**src/rtl/riscv_pkg.sv**
```systemverilog
// ----------------------------------------------------------------------------
// riscv_pkg
//
// Definitions shared by the pipeline stages:
//   - funct3 encodings for loads (LB, LH, LW, LBU, LHU) and stores (SB, SH, SW)
//   - the writeback memory-access FSM state type
// ----------------------------------------------------------------------------
package riscv_pkg;

    // Load funct3 encodings
    localparam logic [2:0] LB  = 3'd0;
    localparam logic [2:0] LH  = 3'd1;
    localparam logic [2:0] LW  = 3'd2;
    localparam logic [2:0] LBU = 3'd4;
    localparam logic [2:0] LHU = 3'd5;

    // Store funct3 encodings
    localparam logic [2:0] SB  = 3'd0;
    localparam logic [2:0] SH  = 3'd1;
    localparam logic [2:0] SW  = 3'd2;

    // Writeback memory-access FSM.
    //   IDLE      : no access outstanding; a new request is issued from here
    //   WAIT_ACK  : request presented but not yet accepted by memory
    //   WAIT_DATA : load accepted, waiting for the read data
    typedef enum logic [1:0] {
        IDLE      = 2'd0,
        WAIT_ACK  = 2'd1,
        WAIT_DATA = 2'd2
    } wb_state_t;

endpackage

```
**src/rtl/regfile.sv**
```systemverilog
// ----------------------------------------------------------------------------
// regfile
//
// 32 x 32 integer register file. x0 is hard-wired to zero and has no storage,
// so only x1..x31 are flops. All flops clear on the asynchronous active-low
// reset.
//
// Ports:
//   clk, reset       clock, asynchronous active-low reset
//   we, waddr, wdata single write port, committed at the rising edge
//   raddr1, rdata1   combinational read port 1
//   raddr2, rdata2   combinational read port 2
//
// Both read ports bypass the write port: a read of the register being written
// in the same cycle returns the new value, so execute never sees a stale
// operand for an instruction that is retiring right now.
// ----------------------------------------------------------------------------
module regfile (
    input  logic        clk,
    input  logic        reset,
    input  logic        we,
    input  logic [4:0]  waddr,
    input  logic [31:0] wdata,
    input  logic [4:0]  raddr1,
    input  logic [4:0]  raddr2,
    output logic [31:0] rdata1,
    output logic [31:0] rdata2
);

    logic [31:0] regs [1:31];

    always_ff @(posedge clk or negedge reset) begin
        if (!reset) begin
            for (int i = 1; i < 32; i++) begin
                regs[i] <= 32'd0;
            end
        end else if (we && (waddr != 5'd0)) begin
            regs[waddr] <= wdata;
        end
    end

    // Shared read logic for both ports: zero for x0, bypass on a matching
    // write, otherwise the stored value.
    function automatic logic [31:0] read_port(input logic [4:0] raddr);
        logic [31:0] value;
        value = 32'd0;
        if (raddr != 5'd0) begin
            if (we && (raddr == waddr)) begin
                value = wdata;
            end else begin
                value = regs[raddr];
            end
        end
        return value;
    endfunction

    always_comb begin
        rdata1 = read_port(raddr1);
        rdata2 = read_port(raddr2);
    end

endmodule

```
**src/rtl/writeback.sv**
```systemverilog
// ----------------------------------------------------------------------------
// writeback
//
// Final stage of the three-stage RV32I pipeline. Consumes execute's registered
// wb_* outputs, runs the data-memory request/response handshake, aligns and
// extends load data, and commits results to the register file. Also supplies
// the bypassed register read ports used by execute, and stalls execute/fetch
// while a memory access is outstanding.
//
// Ports:
//   clk, reset                clock, asynchronous active-low reset
//   wb_valid                  writeback slot holds a live instruction
//   wb_alu_to_reg             instruction writes rd
//   wb_mem_to_reg             instruction is a load
//   wb_mem_write              instruction is a store
//   wb_dest_reg_sel           rd
//   wb_result                 ALU / link / LUI result
//   wb_alu_operation          funct3 (load width and signedness)
//   wb_mem_address            byte address of the load/store
//   wb_write_byte             store byte strobes
//   wb_write_data             store data, already lane-replicated
//   dmem_req/we/addr/wstrb/wdata  data-memory request
//   dmem_ready                memory accepts the request this cycle
//   dmem_rvalid, dmem_rdata   load response
//   rs1_sel, rs2_sel          execute read addresses
//   reg_rdata1, reg_rdata2    bypassed read data
//   wb_stall                  hold execute and fetch
//   rf_we, rf_waddr, rf_wdata register-file write this cycle
//   fsm_state                 current access FSM state (observability only)
//
// Handshake: a request transfers in a cycle where dmem_req and dmem_ready are
// both high; dmem_ready is meaningless while dmem_req is low. Once raised,
// dmem_req and its fields stay stable until that transfer. A load response
// transfers in the cycle dmem_rvalid is high while the FSM is in WAIT_DATA;
// dmem_rvalid in any other state is ignored.
// ----------------------------------------------------------------------------
module writeback
    import riscv_pkg::*;
#(
    parameter logic [1:0] RESET_STATE = 2'd0
) (
    input  logic        clk,
    input  logic        reset,

    input  logic        wb_valid,
    input  logic        wb_alu_to_reg,
    input  logic        wb_mem_to_reg,
    input  logic        wb_mem_write,
    input  logic [4:0]  wb_dest_reg_sel,
    input  logic [31:0] wb_result,
    input  logic [2:0]  wb_alu_operation,
    input  logic [31:0] wb_mem_address,
    input  logic [3:0]  wb_write_byte,
    input  logic [31:0] wb_write_data,

    output logic        dmem_req,
    output logic        dmem_we,
    output logic [31:0] dmem_addr,
    output logic [3:0]  dmem_wstrb,
    output logic [31:0] dmem_wdata,
    input  logic        dmem_ready,
    input  logic        dmem_rvalid,
    input  logic [31:0] dmem_rdata,

    input  logic [4:0]  rs1_sel,
    input  logic [4:0]  rs2_sel,
    output logic [31:0] reg_rdata1,
    output logic [31:0] reg_rdata2,

    output logic        wb_stall,
    output logic        rf_we,
    output logic [4:0]  rf_waddr,
    output logic [31:0] rf_wdata,

    output logic [1:0]  fsm_state
);

    wb_state_t   state;
    wb_state_t   state_next;

    logic        mem_op;
    logic        is_store;
    logic        load_done;
    logic [7:0]  byte_lane;
    logic [15:0] half_lane;
    logic [31:0] load_data;

    // A store takes priority if execute ever flags both; a well-formed
    // instruction never does.
    assign is_store = wb_mem_write;
    assign mem_op   = wb_valid && (wb_mem_write || wb_mem_to_reg);

    // ------------------------------------------------------------------
    // Request fields. Execute holds wb_* stable while stalled, so driving
    // these straight from the inputs keeps them stable in WAIT_ACK too.
    // ------------------------------------------------------------------
    assign dmem_we    = is_store;
    assign dmem_addr  = {wb_mem_address[31:2], 2'b00};
    assign dmem_wstrb = is_store ? wb_write_byte : 4'b0000;
    assign dmem_wdata = wb_write_data;

    // ------------------------------------------------------------------
    // FSM state register
    // ------------------------------------------------------------------
    always_ff @(posedge clk or negedge reset) begin
        if (!reset) begin
            state <= wb_state_t'(RESET_STATE);
        end else begin
            state <= state_next;
        end
    end

    assign fsm_state = state;

    // ------------------------------------------------------------------
    // FSM next-state, request and stall
    // ------------------------------------------------------------------
    always_comb begin
        state_next = state;
        dmem_req   = 1'b0;
        wb_stall   = 1'b0;
        load_done  = 1'b0;

        case (state)
            IDLE: begin
                if (mem_op) begin
                    dmem_req = 1'b1;
                    if (is_store) begin
                        // An accepted store completes in its own cycle.
                        if (!dmem_ready) begin
                            wb_stall   = 1'b1;
                            state_next = WAIT_ACK;
                        end
                    end else begin
                        // A load always needs at least the data cycle.
                        wb_stall   = 1'b1;
                        state_next = dmem_ready ? WAIT_DATA : WAIT_ACK;
                    end
                end
            end

            WAIT_ACK: begin
                dmem_req = 1'b1;
                if (is_store) begin
                    wb_stall = !dmem_ready;
                    if (dmem_ready) begin
                        state_next = IDLE;
                    end
                end else begin
                    wb_stall = 1'b1;
                    if (dmem_ready) begin
                        state_next = WAIT_DATA;
                    end
                end
            end

            WAIT_DATA: begin
                if (dmem_rvalid) begin
                    load_done  = 1'b1;
                    state_next = IDLE;
                end else begin
                    wb_stall = 1'b1;
                end
            end

            default: begin
                state_next = IDLE;
            end
        endcase
    end

    // ------------------------------------------------------------------
    // Load alignment and extension
    // ------------------------------------------------------------------
    always_comb begin
        case (wb_mem_address[1:0])
            2'd0:    byte_lane = dmem_rdata[7:0];
            2'd1:    byte_lane = dmem_rdata[15:8];
            2'd2:    byte_lane = dmem_rdata[23:16];
            default: byte_lane = dmem_rdata[31:24];
        endcase

        // Halfword lane is chosen by bit 1 only; bit 0 is ignored.
        half_lane = wb_mem_address[1] ? dmem_rdata[31:16] : dmem_rdata[15:0];

        case (wb_alu_operation)
            LB:      load_data = {{24{byte_lane[7]}}, byte_lane};
            LH:      load_data = {{16{half_lane[15]}}, half_lane};
            LW:      load_data = dmem_rdata;
            LBU:     load_data = {24'd0, byte_lane};
            LHU:     load_data = {16'd0, half_lane};
            default: load_data = dmem_rdata;
        endcase
    end

    // ------------------------------------------------------------------
    // Register-file write port. A load writes only in its data cycle; any
    // other instruction that targets rd writes in the cycle it is presented.
    // ------------------------------------------------------------------
    always_comb begin
        rf_waddr = wb_dest_reg_sel;
        if (load_done) begin
            rf_we    = (wb_dest_reg_sel != 5'd0);
            rf_wdata = load_data;
        end else begin
            rf_we    = wb_valid && wb_alu_to_reg && !wb_mem_to_reg
                       && (wb_dest_reg_sel != 5'd0);
            rf_wdata = wb_result;
        end
    end

    regfile u_regfile (
        .clk    (clk),
        .reset  (reset),
        .we     (rf_we),
        .waddr  (rf_waddr),
        .wdata  (rf_wdata),
        .raddr1 (rs1_sel),
        .raddr2 (rs2_sel),
        .rdata1 (reg_rdata1),
        .rdata2 (reg_rdata2)
    );

endmodule

```
**config.mk**
```make
export PLATFORM = sky130hd
export DESIGN_NAME = writeback
export DESIGN_NICKNAME = d
export VERILOG_FILES = /design/src/rtl/riscv_pkg.sv /design/src/rtl/regfile.sv /design/src/rtl/writeback.sv
export SDC_FILE = /design/constraint.sdc
export NUM_CORES = 2
export LEC_CHECK = 0
export ABC_AREA = 0
export CAP_MARGIN = 20
export CORE_AREA = 5 5 371 373
export DETAILED_ROUTE_END_ITERATION = 8
export DIE_AREA = 0 0 376 378
export GPL_ROUTABILITY_DRIVEN = 0
export GPL_TIMING_DRIVEN = 0
export PLACE_DENSITY_LB_ADDON = 0.2
export SLEW_MARGIN = 25
export SYNTH_ARGS = -nofsm -noshare
export SYNTH_HDL_FRONTEND = slang
export SYNTH_SLANG_ARGS = --single-unit
```
**constraint.sdc**
```tcl
create_clock -name clk -period 7.6 [get_ports clk]
set_input_delay 1.52 -clock clk [delete_from_list [all_inputs] [get_ports clk]]
set_output_delay 1.52 -clock clk [all_outputs]
set_load 0.02 [all_outputs]
```
== Word level (Yosys, flattened, before mapping) ==
Index checks and enable logic that the tools add are counted.

* Input bits: 158
* Output and inout bits: 175
* Register bits after elaboration: 994
* Logic and storage cells: 108

* Multiplexer cells: 38
* Reductions and logical operators: 18
* Magnitude comparators: 4
* Bitwise gates (word level): 3
* Equality and inequality tests: 13

{| class="wikitable"
|+ Operator list
! operator !! number
|-
| $bwmux W992 || 1
|-
| $bmux W32 S5 || 2
|-
| $mux W32 || 10
|-
| $demux W32 S5 || 1
|-
| $pmux W32 S4 || 1
|-
| $pmux W8 S3 || 1
|-
| $ge A6 B6 Y1 const B || 3
|-
| $not A5 Y6 || 3
|-
| $mux W16 || 1
|-
| $mux W2 || 8
|-
| $reduce_bool A5 Y1 || 3
|-
| $eq A5 B5 Y1 || 2
|-
| $mux W1 || 9
|-
| $logic_and A1 B1 Y1 || 8
|-
| $eq A3 B3 Y1 const B || 2
|-
| $lt A6 B1 Y1 const B || 1
|-
| $ne A2 B2 Y1 const B || 3
|-
| $pmux W2 S3 || 1
|-
| $eq A2 B1 Y1 const B || 2
|-
| $eq A2 B2 Y1 const B || 2
|-
| $logic_not A2 Y1 || 2
|-
| $mux W4 || 1
|-
| $reduce_and A4 Y1 || 1
|-
| $eq A3 B1 Y1 const B || 1
|-
| other kinds (6) || 7
|}

== Depth between registers and ports, before layout ==
* Word-level depth: 7
* Depth in mapped cells: 9
* Depth with buffers taken out: 5

== Cells and area by module ==
A second synthesis with hierarchy kept.

* Cell total of the unflattened synthesis: 4,055
* Area total of the unflattened synthesis: 55,886.1 sq um

{| class="wikitable"
|+ Modules (own cells, without submodules)
! module !! times used !! area each (sq um) !! cells an instance
|-
| regfile || 1 || 54,028.1 || 3,778
|-
| writeback || 1 || 1,858.0 || 277
|}

== Worst setup path after synthesis ==
No wires, ideal clock.

* Path kind: input-to-output
* Start point: in wb_dest_reg_sel[3]
* End point: out reg_rdata2[21]
* Path slack: 2.690 ns
* Stages on the path: 8
* Buffers on the path: 3
* Data required time: 6.080 ns
* Arrival time: 3.390 ns
* Cell sequence: buf_2 -> nor2_2 -> a32oi_2 -> and4_1 -> buf_2 -> buf_6 -> or4_1 -> o22ai_1

* Longest elaborated chain between the ends: 6
* Elaborated cells between the ends (all ways): 7

{| class="wikitable"
|+ Ends and longest elaborated chain
! element !! RTL line !! source
|-
| start, declared || writeback.sv:49 || <nowiki>input logic [4:0] wb_dest_reg_sel,</nowiki>
|-
| $reduce_bool A5 Y1 * || writeback.sv:203, writeback.sv:207 ||
|-
| $logic_and A1 B1 Y1 || writeback.sv:207 || <nowiki>&& (wb_dest_reg_sel != 5'd0);</nowiki>
|-
| $mux W1 * || writeback.sv:202 || <nowiki>if (load_done) begin</nowiki>
|-
| named net rf_we || writeback.sv:71 || <nowiki>output logic rf_we,</nowiki>
|-
| $logic_and A1 B1 Y1 * || regfile.sv:48 || <nowiki>if (we && (raddr == waddr)) begin</nowiki>
|-
| $mux W32 * || regfile.sv:48 ||
|-
| $mux W32 * || regfile.sv:47 || <nowiki>if (raddr != 5'd0) begin</nowiki>
|-
| end, declared || writeback.sv:68 || <nowiki>output logic [31:0] reg_rdata2,</nowiki>
|}

Mark *: on every way through the listed nets, which the timed path passes. The rest lies on a longest branch.

== Worst setup path in the final report ==
* Start point: in dmem_rvalid
* End point: out reg_rdata2[15]

* Longest elaborated chain between the ends: 6
* Elaborated cells between the ends (all ways): 7

{| class="wikitable"
|+ Ends and longest elaborated chain
! element !! RTL line !! source
|-
| start, declared || writeback.sv:62 || <nowiki>input logic dmem_rvalid,</nowiki>
|-
| $mux W1 * || writeback.sv:158 || <nowiki>if (dmem_rvalid) begin</nowiki>
|-
| $mux W1 * || writeback.sv:124 || <nowiki>case (state)</nowiki>
|-
| $mux W1 || writeback.sv:202 ||
|-
| $logic_and A1 B1 Y1 || regfile.sv:48 ||
|-
| $mux W32 * || regfile.sv:48 ||
|-
| $mux W32 * || regfile.sv:47 ||
|}

Every way passes the cells marked *; elsewhere a longest branch is shown, timed or not.

==> results.tsv <==
stage	metric	value	unit
final_layout	drive_gt1_share	17.69	%
synthesis	ys.flop_type	dfrtp_1	
global_routing	grt_antenna_before_repair	14	
setup_path	cp_slowest_stage_delay	0.92	ns
timing	hold_viol	0	
floorplan	core-area	134300	um^2
timing	timing.final.ws_setup	-0.1980	ns
synthesis	syn_area	53170	um^2
floorplan	rows	135	
floorplan	boundaryPins	333	
route	drc	0	
pwr	finalPower	0.01558	W
timing	relSlewSlack	16.00	%
clock_tree	clk_pin_slew_worst_paths	0.06	ns
floorplan	die_h	378	um
pwr	vdd_ir_drop_max	0.1668	mV
placed_design	post-place-ws	-0.1423	ns
timing	finalCriticalPeriod	7.798	ns
global_routing	grt_use_total	33.75	%
clock_tree	cts_tree	yes	
setup_path	crit_required	6.08	ns
clock_tree	ctsResizeCount	1	
global_routing	grt_max_degree	137	
clock_tree	worstSkewPairLatency	0.77	ns
clock_tree	cts_setup_buffers	0	
setup_path	cp.buffers_inverters	3	
pwr	seqPwrFrac	42.8	%
final_layout	fin_area	62060	um^2
synthesis	synth-async-reset-ratio	100.0	%
timing	setup_viol	6	
timing	fin_worst_skew	0.04266	ns
final_layout	nets	5624	
clock_tree	clock-root-buffer	clkbuf_16	
pwr	combPwrFrac	20.5	%
worst_hold_path	hold_path_depth	2	
synthesis	synth_seq_area_share	46.78	%
global_routing	grt_pass1_vias	44840	
clock_tree	h-tree-depth	3	
synthesis	syn_avg_cell_area	10.44	um^2
global_routing	grt-ovfl-total	0	
synthesis	ys_types	68	
synthesis	synthCells	5092	
route	routed_wirelength	246.2	mm
setup_path	path_common_cell	clkdlybuf4s50_1	
route	drt_iter0_markers	6896	
route	wl_met3	34.85	mm
setup_path	cp.arrival	6.28	ns
pwr	share_clk_of_total_power	36.7	%
placed_design	dp_cells	7137	
timing	worst_pin_slew	1.260	ns
setup_path	cp_slowest_cell	o21ai_0	
setup_path	end_kind	primary output	
setup_path	crit_cells	7	
route	wl_per_cell	33.55	um
timing	fin_tns_setup	-0.6018	ns
setup_path	worstPathCellList	clkdlybuf4s50_1, nand3b_1, a32oi_2, nand4_1, clkbuf_1, o21ai_0, clkdlybuf4s50_1	
pwr	intPower	0.01065	W
setup_path	cp_top_family	buffers and inverters	
clock_tree	cts_inserted_buffers	108	
setup_path	cp_max_fo	10	
final_layout	final_cells	7340	
floorplan	fp.dieW	376	um
timing	fmax	128.2	MHz
pwr	power_density	251.0	nW/um^2
placed_design	portBuffers	254	
route	dr.pass1.iters	8	
timing	finalCritPeriodShare	102.6	%
route	drt-met1-wl	89.31	mm
route	viasPerCell	6.383	
outcome	violations	negative setup slack	
synthesis	synth-seq-cells	994	
placed_design	dpl_cell_area	58250	um^2
route	wl_met2	103.7	mm
timing	slew_viol_final	0	
synthesis	synth-edff-count	0	
placed_design	place_hpwl	193.3	mm
floorplan	dieArea	142100	um^2
floorplan	initial_utilization	39.59	%
clock_tree	cts.sinks	994	
route	drt.antenna.violating_nets	0	
setup_path	critical_path_class	in2out	
synthesis	yosys_warnings	0	
timing	rsz0062_at_grt	false	
setup_path	r2r_cells	7	
pwr	p_switching	0.004927	W
outcome	status	finished with violations	
global_routing	grt_pass1_wl	340.7	mm
clock_tree	holdBufCountCts	0	
route	vias	46850	
final_layout	area_growth	16.72	%
final_layout	fillCellCount	12740	
setup_path	startpoint_type	input pin	
route	top_layer	met5	
job	cap_violations	0	
worst_hold_path	hp-class	reg2reg	
clock_tree	clockBufferDepth	3	
pwr	switching_share	31.63	%
pwr	p_leak	26.52	nW
-- state kept, by name, indices dropped and copies added (netlist names) --
signal,flops
u_regfile.regs,992
fsm_state,2
-- power by group through the flow --
stage / sequential (W) / clock (W) / combinational (W)
after global routing: 0.00673 / 0.00592 / 0.00337
after detailed placement: 0.00670 / 0 / 0.00308
after floorplan: 0.00647 / 0 / 0.00188
after global placement: 0.00670 / 0 / 0.00300
after CTS: 0.00662 / 0.00571 / 0.00308
final: 0.00667 / 0.00571 / 0.00320
-- cell type report --
cell class / count / area [um^2] / share of cell area, %
repair buffers: 264 / 2815 / 4.536
inverters: 58 / 217.7 / 0.3508
flip-flops and latches: 994 / 24870 / 40.08
diodes: 7 / 17.52 / 0.02823
well taps: 1781 / 2228 / 3.591
multi-input cells: 3457 / 25270 / 40.72
plain buffers: 583 / 2863 / 4.613
clock inverters: 40 / 588.1 / 0.9476
clock buffers: 156 / 3184 / 5.131
-- worst paths after layout --
| path | slack (ns) | from | to |
|---|---|---|---|
| setup / recovery | -0.20 | dmem_rvalid | reg_rdata2[15] |
| hold / removal | 0.50 | u_regfile.regs[259] | u_regfile.regs[259] |
| setup reg to reg | 4.07 | fsm_state[0] | u_regfile.regs[721] |
| hold reg to reg | 0.50 | u_regfile.regs[259] | u_regfile.regs[259] |
| max in group asynchronous | 4.50 | reset | u_regfile.regs[986] |
| min in group asynchronous | 0.74 | reset | u_regfile.regs[356] |
-- metal layers --
layer / GRT usage (%) / vias up
met4: 20.46 / 10
met3: 13.84 / 699
met2: 48.79 / 3342
li1: - / 19130
met5: 0.2744 / -
met1: 42.34 / 23670
-- layout by cell type, fill, tap and decap left out, types with 16 or more instances in the layout --
cell type and count:
nand2_1 1100, dfrtp_1 994, o21ai_0 977, mux4_2 390
clkbuf_1 359, clkdlybuf4s50_1 253, mux2_2 149, o22ai_1 126
clkbuf_16 109, buf_4 107, mux2i_1 88, nor2_1 82
buf_2 71, nand3_1 62, inv_1 56, o21ai_1 54
a21oi_1 42, o221ai_1 42, a31oi_1 39, clkbuf_2 33
nor2b_1 31, nor4_1 29, clkbuf_8 28, a221oi_1 26
a22oi_1 26, nor3_1 22, buf_6 19, a2111oi_0 18
clkinv_2 18, nand2b_1 16
-- kinds of logic after synthesis --
logic type	share of synthesized area, %
compound gates	15.15
xor+xnor	0.1647
buf+inv	5.768
flops	46.78
mux	21.35
other cells	0.007053
simple gates	10.77
-- synthesized netlist by cell type, types with 16 or more instances --
cell type  count  area (um^2)
nand2_1     1100         4129
dfrtp_1      994        24870
o21ai_0      979         4900
mux4_2       390         8783
clkbuf_1     352         1321
mux2_2       149         1678
o22ai_1      126        788.3
buf_4        107        803.3
mux2i_1       89        890.9
nor2_1        82        307.8
buf_2         68        340.3
nand3_1       62        310.3
inv_1         56        210.2
o21ai_1       52        260.3
o221ai_1      45        394.1
a21oi_1       42        210.2
a31oi_1       39        244.0
nor2b_1       31        193.9
nor4_1        29        181.4
a221oi_1      26        227.7
a22oi_1       26        195.2
clkbuf_2      22        110.1
nor3_1        22        110.1
a2111oi_0     19        166.4
buf_6         19        214.0
buf_1         16        60.06
nand2b_1      16        100.1
-- worst register-to-register path: stages, from the launching register on --
cell and delay [ns]:
dfrtp_1 0.42, and3b_1 0.22, clkbuf_1 0.44, clkbuf_1 0.65, a31oi_1 0.40, nand3_1 0.50, clkbuf_1 0.56, o21ai_0 0.21
-- metrics by stage --
| stage | hold WS [ns] | util, % |
|---|---|---|
| detailed placement | 0.4860 | 43.38 |
| finish | 0.4991 | 46.21 |
| global placement | 0.4720 | 43.15 |
| floorplan | 0.4591 | - |
| global route | 0.5208 | 46.20 |
| CTS | 0.5003 | 46.19 |
Note: power is estimated with default switching activity, not from simulation.
